--- config.mk ---
export PLATFORM = sky130hd
export DESIGN_NAME = sprite_mixer
export DESIGN_NICKNAME = d
export VERILOG_FILES = /design/src/rtl/sprite_mixer_pkg.sv /design/src/rtl/sprite_mixer_priority_encode.sv /design/src/rtl/sprite_mixer.sv
export SDC_FILE = /design/constraint.sdc
export NUM_CORES = 1
export LEC_CHECK = 0
export ABC_CLOCK_PERIOD_IN_PS = 6000
export CAP_MARGIN = 40
export CELL_PAD_IN_SITES_DETAIL_PLACEMENT = 2
export CELL_PAD_IN_SITES_GLOBAL_PLACEMENT = 2
export CORE_MARGIN = 3
export CORE_UTILIZATION = 33
export DETAILED_ROUTE_END_ITERATION = 6
export GPL_TIMING_DRIVEN = 0
export PLACE_DENSITY_LB_ADDON = 0.25
export SLEW_MARGIN = 20
export SYNTH_ARGS = -nofsm -noshare
export SYNTH_HDL_FRONTEND = slang
export SYNTH_SLANG_ARGS = --single-unit
--- constraint.sdc ---
create_clock -name clk -period 6 [get_ports clk]
set_input_delay 0.9 -clock clk [delete_from_list [all_inputs] [get_ports clk]]
set_output_delay 0.9 -clock clk [all_outputs]
set_load 0.02 [all_outputs]
--- src/rtl/sprite_mixer_pkg.sv ---
// Shared types and pair-index helpers for the sprite mixer.
// Pair k(i,j), i<j, is enumerated (0,1),(0,2),..,(0,N-1),(1,2),.. in row-major order.
package sprite_mixer_pkg;

    typedef enum logic [1:0] {
        IDLE  = 2'd0,
        ARMED = 2'd1,
        HIT   = 2'd2
    } state_t;

    typedef logic [11:0] rgb_t;

    function automatic int num_pairs(input int n);
        return n * (n - 1) / 2;
    endfunction

    // Row i starts after sum_{r<i}(n-1-r) = i*(2n-i-1)/2 earlier pairs.
    function automatic int pair_idx(input int i, input int j, input int n);
        return i * (2 * n - i - 1) / 2 + (j - i - 1);
    endfunction

endpackage

--- src/rtl/sprite_mixer_priority_encode.sv ---
// Combinational priority encoder: lowest set request bit wins.
module priority_encode #(
    parameter int N = 4
) (
    input  logic [N-1:0]         req,
    output logic [$clog2(N)-1:0] idx,
    output logic                 valid
);

    localparam int IW = $clog2(N);

    // NOTE: every output gets a default before the loop, so no latch is inferred.
    always_comb begin
        idx   = '0;
        valid = 1'b0;
        // Scanning from the top lets the lowest index overwrite last.
        for (int i = N - 1; i >= 0; i--) begin
            if (req[i]) begin
                idx   = IW'(i);
                valid = 1'b1;
            end
        end
    end

endmodule

--- src/rtl/sprite_mixer.sv ---
// Sprite layer mixer: priority colour mux with 1-cycle latency, plus per-frame
// collision statistics latched at each start_of_frame.
module sprite_mixer
    import sprite_mixer_pkg::*;
#(
    parameter int   N_LAYERS = 4,
    parameter int   WIDTH    = 640,
    parameter int   HEIGHT   = 480,
    parameter rgb_t BG_COLOR = 12'h000
) (
    input  logic                               clk,
    input  logic                               resetN,
    input  logic [$clog2(WIDTH)-1:0]           pxl_x,
    input  logic [$clog2(HEIGHT)-1:0]          pxl_y,
    input  logic                               pxl_en,
    input  logic                               start_of_frame,
    input  logic [N_LAYERS-1:0]                layer_draw,
    input  logic [12*N_LAYERS-1:0]             layer_rgb,
    output logic [3:0]                         Red_level,
    output logic [3:0]                         Green_level,
    output logic [3:0]                         Blue_level,
    output logic [num_pairs(N_LAYERS)-1:0]     coll_pairs,
    output logic [15:0]                        coll_count,
    output logic [$clog2(WIDTH)-1:0]           coll_x,
    output logic [$clog2(HEIGHT)-1:0]          coll_y,
    output logic                               coll_valid
);

    localparam int NP = num_pairs(N_LAYERS);
    localparam int XW = $clog2(WIDTH);
    localparam int YW = $clog2(HEIGHT);
    localparam int IW = $clog2(N_LAYERS);

    // ---------------- colour path ----------------
    logic [IW-1:0] win_idx;
    logic          win_valid;
    rgb_t          pix_rgb;
    rgb_t          rgb_q;

    priority_encode #(.N(N_LAYERS)) u_priority_encode (
        .req   (layer_draw),
        .idx   (win_idx),
        .valid (win_valid)
    );

    always_comb begin
        pix_rgb = BG_COLOR;
        if (pxl_en && win_valid)
            pix_rgb = layer_rgb[win_idx*12 +: 12];
    end

    // NOTE: all state uses non-blocking assignments and is cleared by the async reset.
    always_ff @(posedge clk or negedge resetN) begin
        if (!resetN) rgb_q <= '0;
        else         rgb_q <= pix_rgb;
    end

    assign Red_level   = rgb_q[11:8];
    assign Green_level = rgb_q[7:4];
    assign Blue_level  = rgb_q[3:0];

    // ---------------- collision detect ----------------
    logic [NP-1:0] pair_hit;
    logic          coll_cycle;

    always_comb begin
        pair_hit = '0;
        for (int i = 0; i < N_LAYERS; i++)
            for (int j = i + 1; j < N_LAYERS; j++)
                pair_hit[pair_idx(i, j, N_LAYERS)] = layer_draw[i] & layer_draw[j];
    end

    // Two or more layers drawing is exactly "some pair is drawing".
    assign coll_cycle = pxl_en && (|pair_hit) && !start_of_frame;

    // ---------------- frame state machine ----------------
    state_t state_q, state_d;
    logic   acc_en, first_en, latch_en;

    always_ff @(posedge clk or negedge resetN) begin
        if (!resetN) state_q <= IDLE;
        else         state_q <= state_d;
    end

    // ARMED means "no collision yet this frame", so it also gates the first-hit capture.
    always_comb begin
        state_d  = state_q;
        acc_en   = 1'b0;
        first_en = 1'b0;
        latch_en = 1'b0;
        if (start_of_frame) begin
            state_d  = ARMED;
            latch_en = (state_q != IDLE);
        end else begin
            case (state_q)
                ARMED: if (coll_cycle) begin
                    state_d  = HIT;
                    acc_en   = 1'b1;
                    first_en = 1'b1;
                end
                HIT:   acc_en = coll_cycle;
                default: ;
            endcase
        end
    end

    // ---------------- accumulation ----------------
    logic [NP-1:0] acc_pairs;
    logic [15:0]   acc_count;
    logic [XW-1:0] first_x;
    logic [YW-1:0] first_y;

    always_ff @(posedge clk or negedge resetN) begin
        if (!resetN) begin
            acc_pairs <= '0;
            acc_count <= '0;
            first_x   <= '0;
            first_y   <= '0;
        end else if (start_of_frame) begin
            acc_pairs <= '0;
            acc_count <= '0;
            first_x   <= '0;
            first_y   <= '0;
        end else if (acc_en) begin
            acc_pairs <= acc_pairs | pair_hit;
            if (acc_count != 16'hFFFF)
                acc_count <= acc_count + 16'd1;
            if (first_en) begin
                first_x <= pxl_x;
                first_y <= pxl_y;
            end
        end
    end

    // ---------------- latched results ----------------
    always_ff @(posedge clk or negedge resetN) begin
        if (!resetN) begin
            coll_pairs <= '0;
            coll_count <= '0;
            coll_x     <= '0;
            coll_y     <= '0;
            coll_valid <= 1'b0;
        end else begin
            coll_valid <= latch_en;
            if (latch_en) begin
                coll_pairs <= acc_pairs;
                coll_count <= acc_count;
                coll_x     <= first_x;
                coll_y     <= first_y;
            end
        end
    end

endmodule

==> qor.csv <==
metric,value,unit
synth_common_cells,"dfrtp_1 (97), a21oi_1 (42), mux2_2 (40)",
clkSlewWorstSetupHoldPaths,0.07,ns
reg2reg_to,coll_y[7]$_DFFE_PN0P_,
hold_viol,0,
synth.cell_area,4650,sq um
p_leak,2.72,nW
met3_length,467,um
drt-initial-drc-count,134,
syn_inst,416,
report.final.setup_viol,0,
die_w,125,um
io_pins,129,
status,completed,
dp_slack,2.92,ns
p_int,1.20,mW
m1WireLength,6340,um
cp_data_arrival_time,2.90,ns
synth_most_common_cell,dfrtp_1,
vias,3812,
nNetsFinal,633,
crit_fanout,10,
pwr-share-seq,0.436,
grt_max_degree,64,
tns,0,ns
cts_tree,done,
ir_drop,0.105,mV
fill_cells,1369,
wl_met2,7370,um
maxCapViolCount,0,
drv_slew,0,
post_drt_wl_per_cell,19.4,um
ys_top_cells_by_area,"dfrtp_1 (52%), mux2_2 (9.7%), a21oi_1 (4.5%)",
synth-main-ff-cell,dfrtp_1,
synth.avg_cell_area,11.2,sq um
numCtsBuffers,9,
cts_buffer_depth,2,
fin_ws,3.32,ns
synth_cell_types,55,
synth_edf_count,0,
utilization,0.480,
clock_sinks,97,
dpl.hpwl,10800,um
net-switching-power,0.428,mW
rrSetupSlack,3.81,ns
cp.required,6.23,ns
antenna_found_initial,0,
antennaDiodeCount,0,
pwr-share-clk,0.382,
rr_startpoint,state_q[1]$_DFFE_PN0P_,
powerDensity,251,nW/um^2
first_pass_iters,4,
drt-total-wl,14300,um
worstMarginPinSlew,0.624,ns
p_sw_frac,0.263,
grt_overflow,0,
end_kind,flip-flop,
critPathKind,input port to flip-flop,
maxUsedRoutingLayer,met4,
cts_resized,0,
layout-drive-gt1-share,0.157,
grt_pass1_vias,4338,
cts_setup_buffers,0,
fmax,373,MHz
slew_headroom,0.584,
yosysWarnings,0,
rr_worst_depth,6,
yosysTopAreaCellShare,0.522,
cts_root_buf,clkbuf_16,
hold_class,input port to asynchronous set/reset pin,
synth.net_count,494,
rows,42,
core-area,13500,sq um
insertion_delay,0.34,ns
skew,0.00626,ns
yosysTopAreaCell,dfrtp_1,
ant_nets,0,
die_height,125,um
power_frac_comb,0.182,
rsz0062_at_grt,no,
track_usage,0.187,
synth_seq_cells,97,
via_per_inst,5.18,
htree_levels,3,
initial_core_util,0.344,
dieArea,15500,sq um
finalCriticalPeriod,2.68,ns
setup.worst_path.start_class,input port,
gp_congestion,0.764,
drc,0,
synth-async-reset-ratio,1.00,
hold_buffers,0,
io_buffers,127,
syn_to_final_growth,39.6,%
finalCritPeriodShare,0.446,
grt_pass1_wl,23600,um
ys_seq_area_frac,0.522,
how the worst max path moves through the flow:
stage | start | to
floorplan | layer_draw[3] | acc_count[13]$_DFFE_PN0P_
global placement | resetN | coll_count[8]$_DFFE_PN0P_
detailed placement | start_of_frame | coll_y[2]$_DFFE_PN0P_
CTS | start_of_frame | coll_y[7]$_DFFE_PN0P_
global route | layer_draw[1] | rgb_q[4]$_DFF_PN0_
finish | start_of_frame | coll_y[7]$_DFFE_PN0P_
metrics by stage:
stage / cells / hold slack, ns / area (sq um) / total power [mW]
final: 736 / 0.448 / 6490 / 1.63
after global routing: 736 / 0.471 / 6490 / 1.70
after CTS: 736 / 0.447 / 6490 / 1.65
after detailed placement: 720 / 0.494 / 6170 / 1.02
after global placement: 719 / 0.479 / 6140 / 1.01
after floorplan: 416 / 0.459 / 4650 / 0.866
layer usage:
layer,up-vias,track usage
met2,75,0.325
met1,1933,0.244
met5,-,0
met3,11,0.0283
met4,0,0.0503
li1,1793,-
final cells by class:
class,instances,area [sq um],area share
inverter,6,22.5,0.00347
buffer,31,183,0.0282
tap,176,220,0.0339
timing repair buffer,128,1300,0.200
clock buffer,10,229,0.0353
clock inverter,6,92.6,0.0143
sequential,97,2430,0.374
multi-input combinational,282,2010,0.310
cells by family (layout without fill, tap and decap cells):
group	Yosys count	count (layout)	share of synthesized area
adders and majority gates	4	4	0.0105
buffers and inverters	37	181	0.0442
DFF	97	97	0.522
AOI/OAI and AO/OA	100	100	0.144
and+or+nand+nor	122	122	0.144
muxes	56	56	0.135
critical path, stage by stage:
cell and delay, ns:
clkdlybuf4s50_1 0.52, nand2b_1 0.12, clkbuf_1 0.40, buf_1 0.54, mux2_2 0.41
power by group through the flow:
stage          logic [mW]  clock network, mW  registers, mW
2_1_floorplan       0.118                  0          0.747
3_3_place_gp        0.290                  0          0.721
3_5_place_dp        0.302                  0          0.723
4_1_cts             0.303              0.641          0.711
5_1_grt             0.323              0.663          0.715
6_report            0.297              0.622          0.710
registers in the layout (all words and copies together) (netlist names):
register and cells:
acc_count 16, coll_count 16, rgb_q 12, coll_x 10, first_x 10, coll_y 9
first_y 9, acc_pairs 6, coll_pairs 6, state_q 2, coll_valid 1
placed cells by master (no fill, tap or decap), types with 2 or more instances in the layout:
| cell | instances |
|---|---|
| nor3_1 | 2 |
| clkbuf_1 | 14 |
| nor2_1 | 25 |
| dfrtp_1 | 97 |
| clkinvlp_4 | 2 |
| mux2i_1 | 12 |
| or3_1 | 16 |
| nor4_4 | 2 |
| clkdlybuf4s50_1 | 126 |
| ha_1 | 3 |
| bufinv_16 | 2 |
| nand2_1 | 25 |
| mux2_2 | 40 |
| a211oi_1 | 13 |
| o31ai_1 | 6 |
| a31oi_1 | 7 |
| buf_1 | 4 |
| buf_4 | 4 |
| clkinv_4 | 2 |
| a21oi_1 | 42 |
| buf_2 | 3 |
| nor4_1 | 2 |
| inv_1 | 6 |
| o21ai_0 | 18 |
| nand4_1 | 4 |
| clkbuf_16 | 9 |
| nand3_1 | 25 |
| or4_1 | 4 |
| buf_6 | 5 |
| nand3_2 | 2 |
| mux2_4 | 3 |
| nor2b_1 | 6 |
Power figures use the tool's default switching activity.
